### src/rtl/can_rx_fifo_pkg.sv
// ============================================================================
// can_rx_fifo_pkg : shared widths and slot layout for the CAN receive FIFO
// Revision 1.0
// ============================================================================
`default_nettype none

package can_rx_fifo_pkg;

  localparam int CAN_ID_W   = 29;
  localparam int CAN_DLC_W  = 4;
  localparam int CAN_DATA_W = 64;
  localparam int FRAME_W    = 2 + CAN_DLC_W + CAN_ID_W + CAN_DATA_W;  // 99

  // Slot layout, MSB to LSB: {ext, rtr, dlc, id, data}
  localparam int DATA_LSB = 0;
  localparam int ID_LSB   = DATA_LSB + CAN_DATA_W;
  localparam int DLC_LSB  = ID_LSB + CAN_ID_W;
  localparam int RTR_BIT  = DLC_LSB + CAN_DLC_W;
  localparam int EXT_BIT  = RTR_BIT + 1;

  function automatic logic [FRAME_W-1:0] pack_frame(
    input logic                  ext,
    input logic                  rtr,
    input logic [CAN_DLC_W-1:0]  dlc,
    input logic [CAN_ID_W-1:0]   id,
    input logic [CAN_DATA_W-1:0] data
  );
    return {ext, rtr, dlc, id, data};
  endfunction

endpackage

`default_nettype wire

### src/rtl/can_rx_fifo_mem.sv
// ============================================================================
// can_rx_fifo_mem : DEPTH x FRAME_W frame storage, sync write / async read
// Revision 1.0
// ============================================================================
`default_nettype none

module can_rx_fifo_mem
  import can_rx_fifo_pkg::*;
#(
  parameter int DEPTH = 4,
  parameter int AW    = $clog2(DEPTH)
) (
  input  logic               clk,
  input  logic               we_i,
  input  logic [AW-1:0]      waddr_i,
  input  logic [FRAME_W-1:0] wdata_i,
  input  logic [AW-1:0]      raddr_i,
  output logic [FRAME_W-1:0] rdata_o
);

  logic [FRAME_W-1:0] mem_q [DEPTH];

  // Storage is deliberately not reset; occupancy is tracked by the pointers.
  always_ff @(posedge clk) begin
    if (we_i) begin
      mem_q[waddr_i] <= wdata_i;
    end
  end

  assign rdata_o = mem_q[raddr_i];

endmodule

`default_nettype wire

### src/rtl/can_rx_fifo.sv
// ============================================================================
// can_rx_fifo : receive-frame queue between CAN controller and CPU registers.
// Optional acceptance filter enabled by defining CAN_RX_FIFO_FILTER_EN.
// Revision 1.0
// ============================================================================
`default_nettype none

module can_rx_fifo
  import can_rx_fifo_pkg::*;
#(
  parameter int DEPTH = 4,
  parameter int LW    = $clog2(DEPTH) + 1
) (
  input  logic                  clk,
  input  logic                  rst_n,
  input  logic                  in_valid,
  input  logic [CAN_ID_W-1:0]   in_id,
  input  logic                  in_ext,
  input  logic                  in_rtr,
  input  logic [CAN_DLC_W-1:0]  in_dlc,
  input  logic [CAN_DATA_W-1:0] in_data,
  input  logic                  pop,
  input  logic                  ovf_clr,
  input  logic [LW-1:0]         irq_thresh,
  input  logic [CAN_ID_W-1:0]   acc_code,
  input  logic [CAN_ID_W-1:0]   acc_mask,
  output logic [CAN_ID_W-1:0]   head_id,
  output logic                  head_ext,
  output logic                  head_rtr,
  output logic [CAN_DLC_W-1:0]  head_dlc,
  output logic [CAN_DATA_W-1:0] head_data,
  output logic                  empty,
  output logic                  full,
  output logic [LW-1:0]         level,
  output logic                  ovf,
  output logic [7:0]            rej_cnt,
  output logic                  irq
);

  localparam int AW = $clog2(DEPTH);

  logic [AW-1:0]      wr_ptr_q, wr_ptr_d;
  logic [AW-1:0]      rd_ptr_q, rd_ptr_d;
  logic [LW-1:0]      level_q, level_d;
  logic               ovf_q, ovf_d;
  logic               irq_q, irq_d;
  logic               accepted;
  logic               push_en;
  logic               pop_en;
  logic               ovf_set;
  logic [FRAME_W-1:0] rd_frame;

`ifdef CAN_RX_FIFO_FILTER_EN
  logic [7:0] rej_cnt_q, rej_cnt_d;

  assign accepted = (((in_id ^ acc_code) & acc_mask) == '0);

  always_comb begin
    rej_cnt_d = rej_cnt_q;
    if (in_valid && !accepted && (rej_cnt_q != 8'hFF)) begin
      rej_cnt_d = rej_cnt_q + 8'd1;
    end
  end

  always_ff @(posedge clk or negedge rst_n) begin
    if (!rst_n) begin
      rej_cnt_q <= 8'd0;
    end else begin
      rej_cnt_q <= rej_cnt_d;
    end
  end

  assign rej_cnt = rej_cnt_q;
`else
  logic unused_acc;

  assign unused_acc = ^{acc_code, acc_mask};
  assign accepted   = 1'b1;
  assign rej_cnt    = 8'd0;
`endif

  assign empty   = (level_q == '0);
  assign full    = (level_q == LW'(DEPTH));
  assign level   = level_q;
  assign ovf     = ovf_q;
  assign irq     = irq_q;

  // A pop on a full FIFO frees the slot the incoming frame needs this cycle.
  assign push_en = in_valid & accepted & (~full | pop);
  assign pop_en  = pop & ~empty;
  assign ovf_set = in_valid & accepted & full & ~pop;

  always_comb begin
    wr_ptr_d = wr_ptr_q;
    rd_ptr_d = rd_ptr_q;
    level_d  = level_q;
    ovf_d    = ovf_q;
    if (push_en) begin
      wr_ptr_d = wr_ptr_q + AW'(1);
    end
    if (pop_en) begin
      rd_ptr_d = rd_ptr_q + AW'(1);
    end
    if (push_en && !pop_en) begin
      level_d = level_q + LW'(1);
    end else if (pop_en && !push_en) begin
      level_d = level_q - LW'(1);
    end
    if (ovf_set) begin
      ovf_d = 1'b1;
    end else if (ovf_clr) begin
      ovf_d = 1'b0;
    end
    irq_d = ((irq_thresh != '0) && (level_q >= irq_thresh)) || ovf_q;
  end

  always_ff @(posedge clk or negedge rst_n) begin
    if (!rst_n) begin
      wr_ptr_q <= '0;
      rd_ptr_q <= '0;
      level_q  <= '0;
      ovf_q    <= 1'b0;
      irq_q    <= 1'b0;
    end else begin
      wr_ptr_q <= wr_ptr_d;
      rd_ptr_q <= rd_ptr_d;
      level_q  <= level_d;
      ovf_q    <= ovf_d;
      irq_q    <= irq_d;
    end
  end

  can_rx_fifo_mem #(
    .DEPTH (DEPTH),
    .AW    (AW)
  ) u_mem (
    .clk     (clk),
    .we_i    (push_en),
    .waddr_i (wr_ptr_q),
    .wdata_i (pack_frame(in_ext, in_rtr, in_dlc, in_id, in_data)),
    .raddr_i (rd_ptr_q),
    .rdata_o (rd_frame)
  );

  // Slot contents are unreset, so the head view is masked while empty.
  assign head_id   = empty ? '0   : rd_frame[ID_LSB +: CAN_ID_W];
  assign head_dlc  = empty ? '0   : rd_frame[DLC_LSB +: CAN_DLC_W];
  assign head_data = empty ? '0   : rd_frame[DATA_LSB +: CAN_DATA_W];
  assign head_rtr  = empty ? 1'b0 : rd_frame[RTR_BIT];
  assign head_ext  = empty ? 1'b0 : rd_frame[EXT_BIT];

endmodule

`default_nettype wire

### config.mk
export PLATFORM = sky130hd
export DESIGN_NAME = can_rx_fifo
export DESIGN_NICKNAME = d
export VERILOG_FILES = /design/src/rtl/can_rx_fifo_pkg.sv /design/src/rtl/can_rx_fifo_mem.sv /design/src/rtl/can_rx_fifo.sv
export SDC_FILE = /design/constraint.sdc
export NUM_CORES = 1
export LEC_CHECK = 0
export ABC_AREA = 1
export CAP_MARGIN = 20
export CORE_MARGIN = 2
export CORE_UTILIZATION = 50
export CTS_BUF_LIST = sky130_fd_sc_hd__clkbuf_4 sky130_fd_sc_hd__clkbuf_8 sky130_fd_sc_hd__clkbuf_16
export CTS_CLUSTER_SIZE = 24
export DETAILED_ROUTE_END_ITERATION = 10
export MAX_ROUTING_LAYER = met4
export PLACE_DENSITY = 0.75
export SLEW_MARGIN = 20
export SYNTH_ARGS = -nofsm -noshare
export SYNTH_HDL_FRONTEND = slang
export SYNTH_HIERARCHICAL = 1
export SYNTH_SLANG_ARGS = --single-unit
### constraint.sdc
create_clock -name clk -period 9.7 [get_ports clk]
set_input_delay 1.94 -clock clk [delete_from_list [all_inputs] [get_ports clk]]
set_output_delay 1.94 -clock clk [all_outputs]
set_load 0.01 [all_outputs]
==> metrics.txt, run 1 <==
top post-synthesis cells by area edfxtp_1 (65%), nand2_1 (11%), inv_1 (11%); CP Cell Sequence inv_6 -> buf_4 -> nand2_1 -> nand3_1 -> nand2_1 -> inv_1 -> nor2_2 -> clkdlybuf4s50_1; Leak 10.11 nW; hold crit path type register to register; vias in the first global route between 10,000 and 15,000; required time worst endpoint around 7800 ps; outcome complete, no violations; RSZ-0062 raised after global routing no; slowest CP cell buf_4; worst setup margin 3834 ps; CP startpoint kind register; ys async rst share 2.222%; core area 36,260 sq um; initial antenna violation count 1; DRT Wirelength 37,330 microns; # fillers between 2,000 and 3,000; CTS tree done; ys flop type edfxtp_1; area of all placed cells without fillers 21,980 sq um; fraction of layout cells with a size suffix above 1 6.564%; crit-path max FO roughly 110; Worst VDD drop between 0.2 and 0.3 mV; Mapped Cells 1,846; Skew-Pair Late Insertion Delay 530 ps; post-route clock period utilization 60.47%; final setup TNS 0 ps; leading cell type in the layout, fill and taps excluded nand2_1; Slew Viols, Final 0; Area Overhead vs Synth 20.32%; fmax ~0.17 GHz; global-route wire length before repair 59,330 microns; dpl cell area approximately 20,000 sq um; worst r2r path cells 8; fin nets 2,209; Die X 195.1 microns; worst reg2reg endpoint u_mem/mem_q[0][0]$_DFFE_PP_; Reg power frac 35.5%; Arr. time, crit path between 3000 and 4000 ps; grt total ovfl 0; WS Path Type register to output port; synthesized area per cell 9.894 sq um; die height 195.1 microns; hold_ws 487.2 ps; Combinational Power Share 40.7%; dpl ws 4374 ps; P per Cell Area about 310 nW/um^2; die area roughly 38,000 sq um; most frequent cells in the layout nand2_1 (520), inv_1 (514), edfxtp_1 (396), clkdlybuf4s50_1 (212), nand3_1 (202); post-DR vias/cell 4.720; clock group share of total power 23.8%; initial core utilization 50.37%; largest net degree at the start of global routing 106; cell mode on critical path nand2_1; Num CTS Buffers a little over 40; post-CTS setup buffers 0; max cap viols 0; worst clock skew 17.05 ps; CP Capture Type output port; Final Hold Vio Count 0; Int Pwr approximately 4.4 mW; dpl hpwl ~21,000 microns; input/output buffers 212; final setup fails 0; final core utilization 60.61%; clk slew on worst S/H paths 60 ps; Placed Instances 2,464; total power 6.848 mW; post_cts resized 0; number of flops mapped to enable cells by yosys 396; clk buf depth 3; YS warnings 6; io pins 279; sequential area share after synthesis 66.34%; Residual DRC 0; initial detailed-routing violation count 829; Routed Antenna Nets 0; fin cells 2,541; post-synthesis instance area 18,270 sq um; GP Congestion approximately 0.74; Synth top area share between 60 and 70%; Sw Share a little over a third; average routed wire per standard cell between 10 and 15 microns; reg2reg setup slack 6320 ps; Slew headroom 33.51%; total track usage between 20% and 30%; min cycle time layout approximately 5900 ps; slowest stage delay, CP 900 ps; r2r startpoint level[0]$_DFFE_PN0P_; Vias 11,990; Root Buffer Master clkbuf_16; number of core rows 70; switching power 2.413 mW; cell taking the most area after synthesis edfxtp_1; Synth Register Bits 405; worst-margin pin slew 997.4 ps; post-synth cell types 26; crit path from rd_ptr_q[0]$_DFFE_PN0P_; hold_buf cts 0; H-tree depth 2; first-pass iteration count of the detailed router 5; crit path to head_data[59]; Sink Count slightly above 400
[critical path, delay by kind of cell, from the launching register on]
kind          cells  cell delay (ps)
buf+inv           4             2150
flops             1              760
simple gates      4              410
[how the worst min path moves through the flow]
| stage | start | to | slack (ps) | depth (start not counted) |
|---|---|---|---|---|
| 2_1_floorplan | rd_ptr_q[1]$_DFFE_PN0P_ | rd_ptr_q[1]$_DFFE_PN0P_ | 500 | 2 |
| 3_3_place_gp | ovf$_DFFE_PN0P_ | irq$_DFF_PN0_ | 470 | 2 |
| 3_5_place_dp | ovf$_DFFE_PN0P_ | irq$_DFF_PN0_ | 470 | 2 |
| 4_1_cts | ovf$_DFFE_PN0P_ | irq$_DFF_PN0_ | 490 | 2 |
| 5_1_grt | ovf$_DFFE_PN0P_ | irq$_DFF_PN0_ | 520 | 2 |
| 6_report | ovf$_DFFE_PN0P_ | irq$_DFF_PN0_ | 490 | 2 |
[flip-flops by register name, summed over array words and instances, names as in the netlist]
| register | cells |
|---|---|
| ovf | 1 |
| irq | 1 |
| level | 3 |
| wr_ptr_q | 2 |
| u_mem/mem_q | 396 |
| rd_ptr_q | 2 |
[power by group through the flow]
stage / Sequential [mW] / Combinational (mW) / Clock, mW
floorplan: 2.44 / 1.77 / 0
global placement: 2.46 / 2.75 / 0
detailed placement: 2.47 / 2.80 / 0
CTS: 2.43 / 2.83 / 1.67
global route: 2.46 / 3.09 / 1.74
finish: 2.43 / 2.79 / 1.63
[logic make-up (layout without fill, tap and decap cells)]
| kind of cell | after synthesis | after routing | share of synthesized area [%] |
|---|---|---|---|
| and+or+nand+nor | 831 | 831 | 19.16 |
| DFF | 405 | 405 | 66.34 |
| xor gates and xnor gates | 2 | 2 | 0.09592 |
| AOI/OAI and AO/OA | 3 | 3 | 0.08902 |
| adders and majority gates | 5 | 5 | 0.3836 |
| other | 1 | 9 | 0.02053 |
| buffers and inverters | 599 | 818 | 13.91 |
[layer usage]
layer / global-route usage [%] / share of wire, %
met1: 24.89 / 43
met2: 34.91 / 50
met3: 3.938 / 6.1
met4: 5.768 / 1.7
met5: - / 0
[layout make-up]
type | count | area (sq um) | area share, %
Antenna cell | 1 | 2.502 | 0.01139
Multi-Input combinational cell | 849 | 3654 | 16.62
Clock buffer | 56 | 1205 | 5.483
Timing Repair Buffer | 225 | 2220 | 10.10
Tap cell | 468 | 585.6 | 2.664
Sequential cell | 405 | 12120 | 55.17
Clock inverter | 20 | 231.5 | 1.053
Inverter | 517 | 1956 | 8.898
[synth_stat cells (2+ instances only)]
library cell,count
dfrtp_1,9
buf_8,6
ha_1,4
nor3_1,5
buf_4,24
buf_2,28
nand3_1,202
nor2_1,58
xnor2_1,2
inv_1,514
buf_12,4
nor2_2,43
inv_4,2
clkbuf_1,17
buf_6,3
nand2_1,520
edfxtp_1,396
(Power assumes the default switching activity.)
==> run 2: changes to the inputs <==
==> constraint.sdc (replaced) <==
create_clock -name clk -period 6.1 [get_ports clk]
set_input_delay 1.22 -clock clk [delete_from_list [all_inputs] [get_ports clk]]
set_output_delay 1.22 -clock clk [all_outputs]
set_load 0.01 [all_outputs]
==> metrics.txt, run 2 (synthesis gave the netlist of run 1 again) <==
GP Congestion 0.7397; Area Overhead vs Synth 19.99%; dpl hpwl 20,940 microns; post-DR vias/cell 4.732; Residual DRC 0; hold_ws 505.7 ps; fin nets 2,211; leading cell type in the layout, fill and taps excluded nand2_1; switching power 3.836 mW; fin cells 2,542; Slew headroom approximately 31%; initial detailed-routing violation count 680; final setup TNS 0 ps; H-tree depth 2; slowest CP cell inv_6; dpl ws 1940 ps; post-CTS setup buffers 0; Placed Instances 2,465; P per Cell Area 490.8 nW/um^2; final setup fails 0; worst clock skew 11.89 ps; total power 10.76 mW; worst setup margin 1426 ps; die area 38,080 sq um; Skew-Pair Late Insertion Delay 530 ps; Int Pwr roughly 6.9 mW; Final Hold Vio Count 0; outcome complete, no violations; Num CTS Buffers 42; post-route clock period utilization between 70% and 80%; worst-margin pin slew 1039 ps; Die X about 200 microns; final core utilization about three fifths; fmax 0.2140 GHz; input/output buffers 212; r2r startpoint level[0]$_DFFE_PN0P_; Arr. time, crit path 3450 ps; Sw Share 35.66%; CP startpoint kind register; DRT Wirelength 37,450 microns; Root Buffer Master clkbuf_16; die height 195.1 microns; cell mode on critical path nand2_1; clock group share of total power a little under a quarter; Top reg by flops u_mem/mem_q; crit path from rd_ptr_q[0]$_DFFE_PN0P_; Sink Count 405; initial antenna violation count 1; dpl cell area 20,560 sq um; Reg power frac 35.6%; CTS tree done; number of core rows 70; average routed wire per standard cell ~15 microns; CP Cell Sequence inv_6 -> buf_12 -> nand2_1 -> nand3_1 -> nand2_1 -> inv_1 -> nor2_2 -> clkdlybuf4s50_1; io pins around 280; Largest register FFs 396; hold_buf cts 0; Leak about 10 nW; hold crit path type register to register; hold_sp ovf$_DFFE_PN0P_; fraction of layout cells with a size suffix above 1 6.561%; clk slew on worst S/H paths ~60 ps; RSZ-0062 raised after global routing no; largest net degree at the start of global routing 131; most frequent cells in the layout nand2_1 (520), inv_1 (514), edfxtp_1 (396), clkdlybuf4s50_1 (212), nand3_1 (202); clk buf depth 3; max cap viols 0; total track usage 20.68%; core area 36,260 sq um; CP Capture Type output port; global-route wire length before repair 60,540 microns; grt total ovfl 0; min cycle time layout 4674 ps; Worst VDD drop around 0.39 mV; Vias 12,030; crit-path max FO 130; first-pass iteration count of the detailed router 5; area of all placed cells without fillers 21,920 sq um; buffer and inverter count on the worst path 4; WS Path Type register to output port; Routed Antenna Nets 0; required time worst endpoint 4880 ps; Slew Viols, Final 0; slowest stage delay, CP 820 ps; largest delay contributor family on the critical path buffers and inverters; post_cts resized 0; Combinational Power Share a little over two fifths; initial core utilization around half; vias in the first global route 12,120
-- run 2: power by group through the flow --
| stage | sequential [mW] | clock (mW) | combinational, mW |
|---|---|---|---|
| finish | 3.83 | 2.45 | 4.48 |
| global placement | 3.87 | 0 | 4.42 |
| global route | 3.88 | 2.62 | 4.99 |
| floorplan | 3.88 | 0 | 2.82 |
| CTS | 3.83 | 2.50 | 4.54 |
| detailed placement | 3.89 | 0 | 4.51 |
-- run 2: layout make-up --
| type | instances | area (sq um) |
|---|---|---|
| diodes | 1 | 2.502 |
| clock buffers | 57 | 1229 |
| clock inverters | 19 | 126.4 |
| fillers | 2923 | 14340 |
| inverters | 517 | 1956 |
| multi-input cells | 849 | 3654 |
| flip-flops and latches | 405 | 12120 |
| well taps | 468 | 585.6 |
| repair buffers | 226 | 2240 |
-- run 2: worst paths after layout --
| check | slack (ps) | cells past startpoint | endpoint |
|---|---|---|---|
| setup reg to reg | 3700 | 7 | u_mem/mem_q[2][91]$_DFFE_PP_ |
| setup / recovery | 1430 | 8 | head_data[58] |
| hold / removal | 510 | 2 | irq$_DFF_PN0_ |
| min in group asynchronous | 990 | 1 | ovf$_DFFE_PN0P_ |
| hold reg to reg | 510 | 2 | irq$_DFF_PN0_ |
| max in group asynchronous | 4770 | 1 | rd_ptr_q[0]$_DFFE_PN0P_ |
-- run 2: worst min-delay path: stages, from the launching register on --
cell,delay [ps]
dfrtp_1,340
inv_1,50
nand2_1,80
-- run 2: metal layers --
metal | vias up | track usage, % | part of all wire [%]
li1 | 5988 | - | -
met1 | 5646 | 25.78 | 42
met2 | 336 | 34.89 | 50
met3 | 60 | 3.627 | 6.5
met4 | 0 | 5.937 | 1.9
met5 | - | - | 0
==> run 3: changes to the inputs <==
==> constraint.sdc (replaced) <==
create_clock -name clk -period 4.9 [get_ports clk]
set_input_delay 0.98 -clock clk [delete_from_list [all_inputs] [get_ports clk]]
set_output_delay 0.98 -clock clk [all_outputs]
set_load 0.01 [all_outputs]
==> metrics.txt, run 3 (synthesis gave the netlist of run 1 again) <==
Sw Share 35.85%; required time worst endpoint 3920 ps; most frequent cells in the layout nand2_1 (520), inv_1 (514), edfxtp_1 (396), clkdlybuf4s50_1 (212), nand3_1 (202); worst setup margin about 770 ps; Die X about 200 microns; Combinational Power Share 42.6%; largest net degree at the start of global routing 202; dpl ws 1307 ps; max cap viols 0; fmax roughly 0.24 GHz; average routed wire per standard cell 14.73 microns; Slew Viols, Final 0; hold_ws 488.8 ps; Area Overhead vs Synth 20.03%; Slew headroom 4.545%; Int Pwr roughly 8.6 mW; core area ~36,000 sq um; input/output buffers approximately 210; leading cell type in the layout, fill and taps excluded nand2_1; hold_buf cts 0; io pins 279; worst clock skew ~14 ps; CP startpoint kind register; CTS tree done; Largest register FFs approximately 400; slowest CP cell dfrtp_4; Reg power frac 35.4%; Vias 12,100; initial core utilization 50.37%; switching power roughly 4.8 mW; slowest stage delay, CP 700 ps; post-CTS setup buffers 0; dpl hpwl 20,400 microns; clk slew on worst S/H paths around 60 ps; outcome complete, no violations; initial antenna violation count 4; Worst VDD drop 0.5623 mV; Arr. time, crit path 3150 ps; largest delay contributor family on the critical path buffers and inverters; hold crit path type register to register; fin nets 2,216; WS Path Type register to output port; total track usage a little over 20%; Final Hold Vio Count 0; Skew-Pair Late Insertion Delay 540 ps; grt total ovfl 0; Top reg by flops u_mem/mem_q; fraction of layout cells with a size suffix above 1 6.551%; H-tree depth 2; Leak 10.09 nW; post_cts resized 0; buffer and inverter count on the worst path 4; clk buf depth 3; final setup fails 0; clock group share of total power 22.0%; Routed Antenna Nets 0; RSZ-0062 raised after global routing no; CP Cell Sequence inv_4 -> buf_4 -> nand3_1 -> nand2_1 -> inv_1 -> nor2_1 -> clkdlybuf4s50_1; first-pass iteration count of the detailed router 5; Residual DRC 0; Root Buffer Master clkbuf_16; P per Cell Area between 600 and 700 nW/um^2; die height 195.1 microns; die area approximately 38,000 sq um; initial detailed-routing violation count slightly below 700; worst-margin pin slew 1432 ps; min cycle time layout 4132 ps; DRT Wirelength 37,530 microns; global-route wire length before repair 59,310 microns; total power between 10 and 15 mW; GP Congestion 0.7234; Num CTS Buffers 42; crit-path max FO between 40 and 50; vias in the first global route between 10,000 and 15,000; Sink Count 405; post-route clock period utilization 84.33%; post-DR vias/cell 4.748; CP Capture Type output port; number of core rows 70
[run 3: cell count changes in the layout (fill, tap and decap cells not counted)]
cell,delta
buf_12,+1
buf_4,+4
clkbuf_16,-2
clkbuf_4,-2
clkbuf_8,-2
clkinv_1,+3
clkinv_2,+2
clkinvlp_4,-2
diode_2,+3
inv_8,+1
nor3_2,-4
nor3_4,+4
[run 3: tightest hold or removal path: cells and delay by family (launching register included)]
kind                   cells  cell delay (ps)
AND/OR/NAND/NOR            1               60
buffers and inverters      1               50
flip-flops                 1              350
[run 3: layer usage]
layer  track usage, %  wire length (microns)  vias up
met5                -                      0        -
met4            6.757                    956        0
met2            33.52                  18130      342
met3            3.817                   2452       68
li1                 -                      -     6005
met1            25.46                  16000     5684
[run 3: final cells by class]
type | instances | area, sq um
fillers | 2865 | 14340
inverters | 517 | 1956
clock buffers | 51 | 1136
flip-flops and latches | 405 | 12120
multi-input cells | 849 | 3679
repair buffers | 231 | 2290
diodes | 4 | 10.01
well taps | 468 | 585.6
clock inverters | 23 | 143.9
[run 3: metrics by stage]
step | area, sq um | TNS [ps] | util (%) | cells
finish | 21920 | 0 | 60.46 | 2548
global route | 21920 | 0 | 60.46 | 2548
CTS | 21910 | 0 | 60.43 | 2544
detailed placement | 20630 | 0 | 56.90 | 2470
global placement | 20630 | 0 | 56.90 | 2470
floorplan | 18310 | -314310 | - | 1853
[run 3: power groups by stage]
stage	logic (mW)	registers, mW	clock network (mW)
after floorplan	3.52	4.76	0
after global placement	5.63	4.77	0
after detailed placement	5.72	4.79	0
after CTS	5.76	4.72	3.00
after global routing	6.30	4.77	3.13
final	5.69	4.72	2.94
[run 3: path summary, 6_finish.rpt]
| check | from | endpoint | slack [ps] | cells after the start |
|---|---|---|---|---|
| hold / removal | ovf$_DFFE_PN0P_ | irq$_DFF_PN0_ | 490 | 2 |
| setup reg to reg | level[0]$_DFFE_PN0P_ | u_mem/mem_q[3][62]$_DFFE_PP_ | 2470 | 7 |
| max in group asynchronous | rst_n | rd_ptr_q[0]$_DFFE_PN0P_ | 3780 | 1 |
| setup / recovery | rd_ptr_q[1]$_DFFE_PN0P_ | head_data[30] | 770 | 7 |
| hold reg to reg | ovf$_DFFE_PN0P_ | irq$_DFF_PN0_ | 490 | 2 |
| min in group asynchronous | rst_n | rd_ptr_q[1]$_DFFE_PN0P_ | 760 | 1 |
